[src/rtl/dsp48a1_slice_pkg.sv]
// Shared definitions for the DSP48A1-style MAC slice: OPMODE field positions
// and the X/Z operand select encodings.
package dsp48a1_slice_pkg;

    localparam int OP_W      = 8;
    localparam int OP_SUB    = 7;
    localparam int OP_PRESUB = 6;
    localparam int OP_CIN    = 5;
    localparam int OP_PREUSE = 4;
    localparam int OP_Z_HI   = 3;
    localparam int OP_Z_LO   = 2;
    localparam int OP_X_HI   = 1;
    localparam int OP_X_LO   = 0;

    localparam int AB_W = 18;
    localparam int M_W  = 36;
    localparam int P_W  = 48;

    typedef enum logic [1:0] {
        X_ZERO = 2'b00,
        X_M    = 2'b01,
        X_P    = 2'b10,
        X_DAB  = 2'b11
    } x_sel_e;

    typedef enum logic [1:0] {
        Z_ZERO = 2'b00,
        Z_PCIN = 2'b01,
        Z_P    = 2'b10,
        Z_C    = 2'b11
    } z_sel_e;

endpackage

[src/rtl/dsp48a1_slice_stage.sv]
// One pipeline stage of the slice: a CE-gated register with async clear when
// REG=1, a plain wire-through when REG=0.
module dsp_stage_reg #(
    parameter int WIDTH = 1,
    parameter bit REG   = 1'b1
) (
    input  logic             clk,
    input  logic             rst_n,
    input  logic             ce,
    input  logic [WIDTH-1:0] d,
    output logic [WIDTH-1:0] q
);

    generate
        if (REG) begin : g_reg
            logic [WIDTH-1:0] r_q;
            always_ff @(posedge clk or negedge rst_n) begin
                if (!rst_n)
                    r_q <= '0;
                else if (ce)
                    r_q <= d;
            end
            assign q = r_q;
        end else begin : g_bypass
            // clock, reset and enable are irrelevant for a bypassed stage
            logic w_unused_bypass;
            assign w_unused_bypass = &{1'b0, clk, rst_n, ce};
            assign q = d;
        end
    endgenerate

endmodule

[src/rtl/dsp48a1_slice.sv]
// Pipelined 18x18 MAC slice: pre-adder, multiplier, 48-bit post-adder with
// X/Z operand muxes, carry chain and B/P cascade, every stage optional.
module dsp48a1_slice
    import dsp48a1_slice_pkg::*;
#(
    parameter bit A0REG       = 1'b0,
    parameter bit A1REG       = 1'b1,
    parameter bit B0REG       = 1'b0,
    parameter bit B1REG       = 1'b1,
    parameter bit CREG        = 1'b1,
    parameter bit DREG        = 1'b1,
    parameter bit MREG        = 1'b1,
    parameter bit PREG        = 1'b1,
    parameter bit CARRYINREG  = 1'b1,
    parameter bit CARRYOUTREG = 1'b1,
    parameter bit OPMODEREG   = 1'b1,
    parameter     CARRYINSEL  = "OPMODE5",
    parameter     B_INPUT     = "DIRECT"
) (
    input  logic            clk,
    input  logic            rst_n,
    input  logic [AB_W-1:0] A,
    input  logic [AB_W-1:0] B,
    input  logic [AB_W-1:0] D,
    input  logic [AB_W-1:0] BCIN,
    input  logic [P_W-1:0]  C,
    input  logic [P_W-1:0]  PCIN,
    input  logic            CARRYIN,
    input  logic [OP_W-1:0] OPMODE,
    input  logic            CEA,
    input  logic            CEB,
    input  logic            CEC,
    input  logic            CED,
    input  logic            CEM,
    input  logic            CEP,
    input  logic            CECARRYIN,
    input  logic            CEOPMODE,
    output logic [AB_W-1:0] BCOUT,
    output logic [M_W-1:0]  M,
    output logic [P_W-1:0]  P,
    output logic [P_W-1:0]  PCOUT,
    output logic            CARRYOUT,
    output logic            CARRYOUTF
);

    localparam bit USE_BCIN    = (B_INPUT == "CASCADE");
    localparam bit CIN_FROM_OP = (CARRYINSEL == "OPMODE5");

    logic [OP_W-1:0] w_op;
    logic [AB_W-1:0] w_a0, w_a1, w_b_src, w_b0, w_b1, w_d, w_preadd, w_b1_d;
    logic [P_W-1:0]  w_c, w_p, w_x, w_z;
    logic [M_W-1:0]  w_mult, w_m;
    logic            w_cin_d, w_cin, w_co;
    logic [P_W:0]    w_xcin, w_sum;

    // ---------------- input stages ----------------
    dsp_stage_reg #(.WIDTH(OP_W), .REG(OPMODEREG)) u_opmode (
        .clk(clk), .rst_n(rst_n), .ce(CEOPMODE), .d(OPMODE), .q(w_op));

    dsp_stage_reg #(.WIDTH(AB_W), .REG(A0REG)) u_a0 (
        .clk(clk), .rst_n(rst_n), .ce(CEA), .d(A), .q(w_a0));

    dsp_stage_reg #(.WIDTH(AB_W), .REG(A1REG)) u_a1 (
        .clk(clk), .rst_n(rst_n), .ce(CEA), .d(w_a0), .q(w_a1));

    assign w_b_src = USE_BCIN ? BCIN : B;

    dsp_stage_reg #(.WIDTH(AB_W), .REG(B0REG)) u_b0 (
        .clk(clk), .rst_n(rst_n), .ce(CEB), .d(w_b_src), .q(w_b0));

    dsp_stage_reg #(.WIDTH(AB_W), .REG(DREG)) u_d (
        .clk(clk), .rst_n(rst_n), .ce(CED), .d(D), .q(w_d));

    dsp_stage_reg #(.WIDTH(P_W), .REG(CREG)) u_c (
        .clk(clk), .rst_n(rst_n), .ce(CEC), .d(C), .q(w_c));

    // ---------------- pre-adder and B1 ----------------
    assign w_preadd = w_op[OP_PRESUB] ? (w_d - w_b0) : (w_d + w_b0);
    assign w_b1_d   = w_op[OP_PREUSE] ? w_preadd : w_b0;

    dsp_stage_reg #(.WIDTH(AB_W), .REG(B1REG)) u_b1 (
        .clk(clk), .rst_n(rst_n), .ce(CEB), .d(w_b1_d), .q(w_b1));

    // ---------------- multiplier ----------------
    assign w_mult = M_W'(w_a1) * M_W'(w_b1);

    dsp_stage_reg #(.WIDTH(M_W), .REG(MREG)) u_m (
        .clk(clk), .rst_n(rst_n), .ce(CEM), .d(w_mult), .q(w_m));

    // ---------------- carry-in ----------------
    assign w_cin_d = CIN_FROM_OP ? w_op[OP_CIN] : CARRYIN;

    dsp_stage_reg #(.WIDTH(1), .REG(CARRYINREG)) u_cin (
        .clk(clk), .rst_n(rst_n), .ce(CECARRYIN), .d(w_cin_d), .q(w_cin));

    // ---------------- X / Z operand muxes ----------------
    always_comb begin
        w_x = '0;
        case (x_sel_e'(w_op[OP_X_HI:OP_X_LO]))
            X_ZERO: w_x = '0;
            X_M:    w_x = {{(P_W-M_W){1'b0}}, w_m};
            X_P:    w_x = w_p;
            X_DAB:  w_x = {w_d[11:0], w_a1, w_b1};
            default: w_x = '0;
        endcase
    end

    always_comb begin
        w_z = '0;
        case (z_sel_e'(w_op[OP_Z_HI:OP_Z_LO]))
            Z_ZERO: w_z = '0;
            Z_PCIN: w_z = PCIN;
            Z_P:    w_z = w_p;
            Z_C:    w_z = w_c;
            default: w_z = '0;
        endcase
    end

    // ---------------- post-adder ----------------
    // 49-bit math: bit 48 is carry on add and borrow on subtract
    assign w_xcin = {1'b0, w_x} + (P_W+1)'(w_cin);
    assign w_sum  = w_op[OP_SUB] ? ({1'b0, w_z} - w_xcin) : ({1'b0, w_z} + w_xcin);

    dsp_stage_reg #(.WIDTH(P_W), .REG(PREG)) u_p (
        .clk(clk), .rst_n(rst_n), .ce(CEP), .d(w_sum[P_W-1:0]), .q(w_p));

    dsp_stage_reg #(.WIDTH(1), .REG(CARRYOUTREG)) u_co (
        .clk(clk), .rst_n(rst_n), .ce(CEP), .d(w_sum[P_W]), .q(w_co));

    // ---------------- outputs ----------------
    assign BCOUT     = w_b1;
    assign M         = w_m;
    assign P         = w_p;
    assign PCOUT     = w_p;
    assign CARRYOUT  = w_co;
    assign CARRYOUTF = w_co;

endmodule

[config.mk]
export PLATFORM = sky130hd
export DESIGN_NAME = dsp48a1_slice
export DESIGN_NICKNAME = d
export VERILOG_FILES = /design/src/rtl/dsp48a1_slice_pkg.sv /design/src/rtl/dsp48a1_slice_stage.sv /design/src/rtl/dsp48a1_slice.sv
export SDC_FILE = /design/constraint.sdc
export NUM_CORES = 1
export LEC_CHECK = 0
export ABC_AREA = 1
export CAP_MARGIN = 20
export CELL_PAD_IN_SITES_DETAIL_PLACEMENT = 0
export CELL_PAD_IN_SITES_GLOBAL_PLACEMENT = 2
export CORE_ASPECT_RATIO = 1.1
export CORE_MARGIN = 5
export CORE_UTILIZATION = 30
export DETAILED_ROUTE_END_ITERATION = 16
export GPL_ROUTABILITY_DRIVEN = 0
export PLACE_DENSITY = 0.91
export REMOVE_ABC_BUFFERS = 1
export SETUP_SLACK_MARGIN = 0.3
export SLEW_MARGIN = 40
export SYNTH_ARGS = -nofsm -noshare
export SYNTH_HDL_FRONTEND = slang
export SYNTH_SLANG_ARGS = --single-unit
export TNS_END_PERCENT = 1
[constraint.sdc]
create_clock -name clk -period 5.8 [get_ports clk]
set_clock_uncertainty 0.05 [all_clocks]
set_input_delay 0.58 -clock clk [delete_from_list [all_inputs] [get_ports clk]]
set_output_delay 0.58 -clock clk [all_outputs]
set_load 0.02 [all_outputs]
==> summary.md <==
| Metric | Value |
|---|---|
| Antenna violations before repair | 3 |
| DR vias/cell | 4.82 |
| Startpoint types | register |
| Data arrival, critical path | 6.09 ns |
| Row cnt | 118 |
| Final setup violation count | 0 |
| Via count | 27.8k |
| Clock Latency Late Sink | 0.52 ns |
| EDFF count, synth | 0 |
| Initial detailed-routing violation count | 1667 |
| Syn avg cell area | 7.04 sq um |
| CP peak stage delay | 0.54 ns |
| Seq/Total Area, Yosys | 17.2% |
| Port bufs | 319 |
| Fraction of layout cells with a size suffix above 1 | 13.9% |
| N_diodes | 0 |
| CP max stage cell | fa_1 |
| CP Capture Type | register |
| Worst-path fanout max | 3 |
| Status | finished clean |
| WHS Path Cells | 3 |
| H-tree levels | 4 |
| First-pass GRT wire length | 166000 um |
| Relative slew slack | 48.8% |
| YS warnings | 0 |
| Sinks on Clock Net | 196 |
| Crit Path Category | reg -> reg |
| Area growth syn-to-layout | 26.0% |
| Root Buffer | clkbuf_16 |
| Total CTS buffers | 17 |
| Hold_ws | 0.415 ns |
| Pre-CTS setup slack | -0.206 ns |
| Tightest Hold Check Type | in -> reg |
| Hold Vio Cnt, Final | 0 |
| Avg WL per Cell | 18.8 um |
| Starting Density | 30.3% |
| Grt total ovfl | 0 |
| Max-cap violations | 0 |
| Gate Count Post-Synth | 4048 |
| CTS tree | built |
| NumNets Final | 5112 |
| Post-Syn Area | 28500 sq um |
| Final core occ | 38.1% |
| Pins Over Slew Limit | 0 |
| Most used cell, CP | fa_1 |
| Drt total wl | 108000 um |
| Post-Route Setup TNS | 0 ns |
| FFs w/ async S/R, synth | 100% |
| Period utilization | 98.6% |
| Pin count of the biggest net entering global routing | 99 |
| Post-detailed-placement half-perimeter wirelength | 91400 um |
| CP Data Required Time | 6.17 ns |
| Die footprint | 101000 sq um |
| Top Ports | 339 |
| Worst-Margin Slew | 0.759 ns |
| Worst-path clk slew | 0.09 ns |
| Number of fill cells | 10.0k |
| Max Freq | 175 MHz |
| Top_reg_cell synth | dfrtp_1 |
| Post-route antenna net violation count | 0 |
| Chip height | 333 um |
| Vias in the first global route | 28.3k |
| DRC viols | 0 |
| Die width | 304 um |
| Cells on worst reg2reg path | 25 |
| Final setup margin | 0.0819 ns |
| Unique cell type count in the Yosys netlist | 52 |
| Overall Global Routing Usage | 21.1% |
| Core area | 94200 sq um |
| RSZ-0062 raised after global routing | true |
| Clock period minus worst slack | 5.72 ns |
| #FFs+latches synth | 196 |
| Max Buffers Root-to-Sink | 2 |
| 1st-pass router iterations | 5 |
## placed cells by master (no fill, tap or decap), types with 166 or more instances in the layout
cell type / instances
inv_1: 694
dfrtp_1: 178
buf_4: 274
clkdlybuf4s50_1: 315
nor2_1: 207
ha_1: 166
fa_1: 255
nand2_1: 1123
nand3_1: 247
o21ai_0: 216
## cell type report
type / count / area (sq um) / share of cell area, %
Multi-Input combinational cell: 2931 / 20300 / 56.5
Timing Repair Buffer: 630 / 5850 / 16.3
Sequential cell: 196 / 4930 / 13.7
Inverter: 712 / 2680 / 7.47
Tap cell: 1260 / 1580 / 4.39
Clock buffer: 20 / 457 / 1.27
Clock inverter: 12 / 144 / 0.401
## worst paths after layout
check,start,end,slack (ns)
min in group asynchronous,rst_n,u_p.q[2]$_DFFE_PN0P_,0.52
max in group asynchronous,rst_n,u_opmode.q[0]$_DFFE_PN0P_,4.21
hold / removal,CEC,u_c.q[13]$_DFFE_PN0P_,0.42
setup reg to reg,u_a1.q[9]$_DFFE_PN0P_,u_m.q[29]$_DFFE_PN0P_,0.08
hold reg to reg,u_c.q[1]$_DFFE_PN0P_,u_c.q[1]$_DFFE_PN0P_,0.47
setup / recovery,u_a1.q[9]$_DFFE_PN0P_,u_m.q[29]$_DFFE_PN0P_,0.08
## kinds of logic (layout without fill, tap and decap cells)
kind of cell / after synthesis / count (layout) / synth area share (%)
adders and majority gates: 437 / 437 / 26.0
DFF: 196 / 196 / 17.2
and+or+nand+nor: 1824 / 1824 / 27.9
buffers and inverters: 921 / 1374 / 13.4
xor gates and xnor gates: 128 / 128 / 3.96
AOI/OAI and AO/OA: 509 / 509 / 10.2
muxes: 33 / 33 / 1.30
## registers in the layout (all words and copies together), names as in the netlist
register and count:
u_cin.q 1, u_a1.q 18, u_p.q 48, u_c.q 48, u_d.q 18, u_m.q 36, u_opmode.q 8, u_co.q 1
u_b1.q 18
## worst max-delay path, delay by kind of cell, from the launching register on
| kind | cells | cell delay, ns |
|---|---|---|
| AOI/OAI and AO/OA | 4 | 0.57 |
| adders and majority gates | 7 | 3.25 |
| buffers and inverters | 7 | 0.59 |
| DFF | 1 | 0.45 |
| and+or+nand+nor | 7 | 0.68 |
## synthesized netlist by cell type (all sizes together) (7+ instances only)
master	count	area [sq um]
a21boi	7	52.6
a21oi	132	661
a31oi	28	175
buf	98	736
clkbuf	111	418
dfrtp	196	4900
fa	258	5160
ha	179	2240
inv	707	2660
mux2	33	372
nand2	1163	4460
nand3	285	1590
nand4	58	363
nor2	270	1270
nor3	22	110
o211ai	42	315
o21a	13	97.6
o21ai	240	1220
o21bai	10	75.1
o221ai	16	140
o31ai	8	60.1
or2	13	81.3
xnor2	50	438
xor2	78	691
## layer usage
layer  wire, um  share of wire [%]  up-vias  global-route usage [%]
met5          7             0.0065        -                       0
met4       5260                4.9        2                    9.23
met3       4580                4.2      173                    2.65
met2      53300                 49      720                    37.3
met1      44900                 42    13400                    25.8
li1           -                  -    13500                       -
## metrics by stage
stage	cells	area, sq um
CTS	5756	35500
floorplan	3839	27300
finish	5761	35900
global route	5761	35900
global placement	5702	34500
detailed placement	5703	34500
## what timing repair did
| action | CTS | global route |
|---|---|---|
| hold buffers | 1 | 0 |
| pin swaps | 15 | 24 |
| endpoints found under the hold margin | 41 | 0 |
| setup endpoints to repair | 34 | 37 |
| gates resized for setup | 55 | 92 |
| buffers inserted | 20 | 5 |
Power is left out: the tool's default activity adds up to more than one toggle a clock period on the data nets, which glitch-free logic cannot reach.
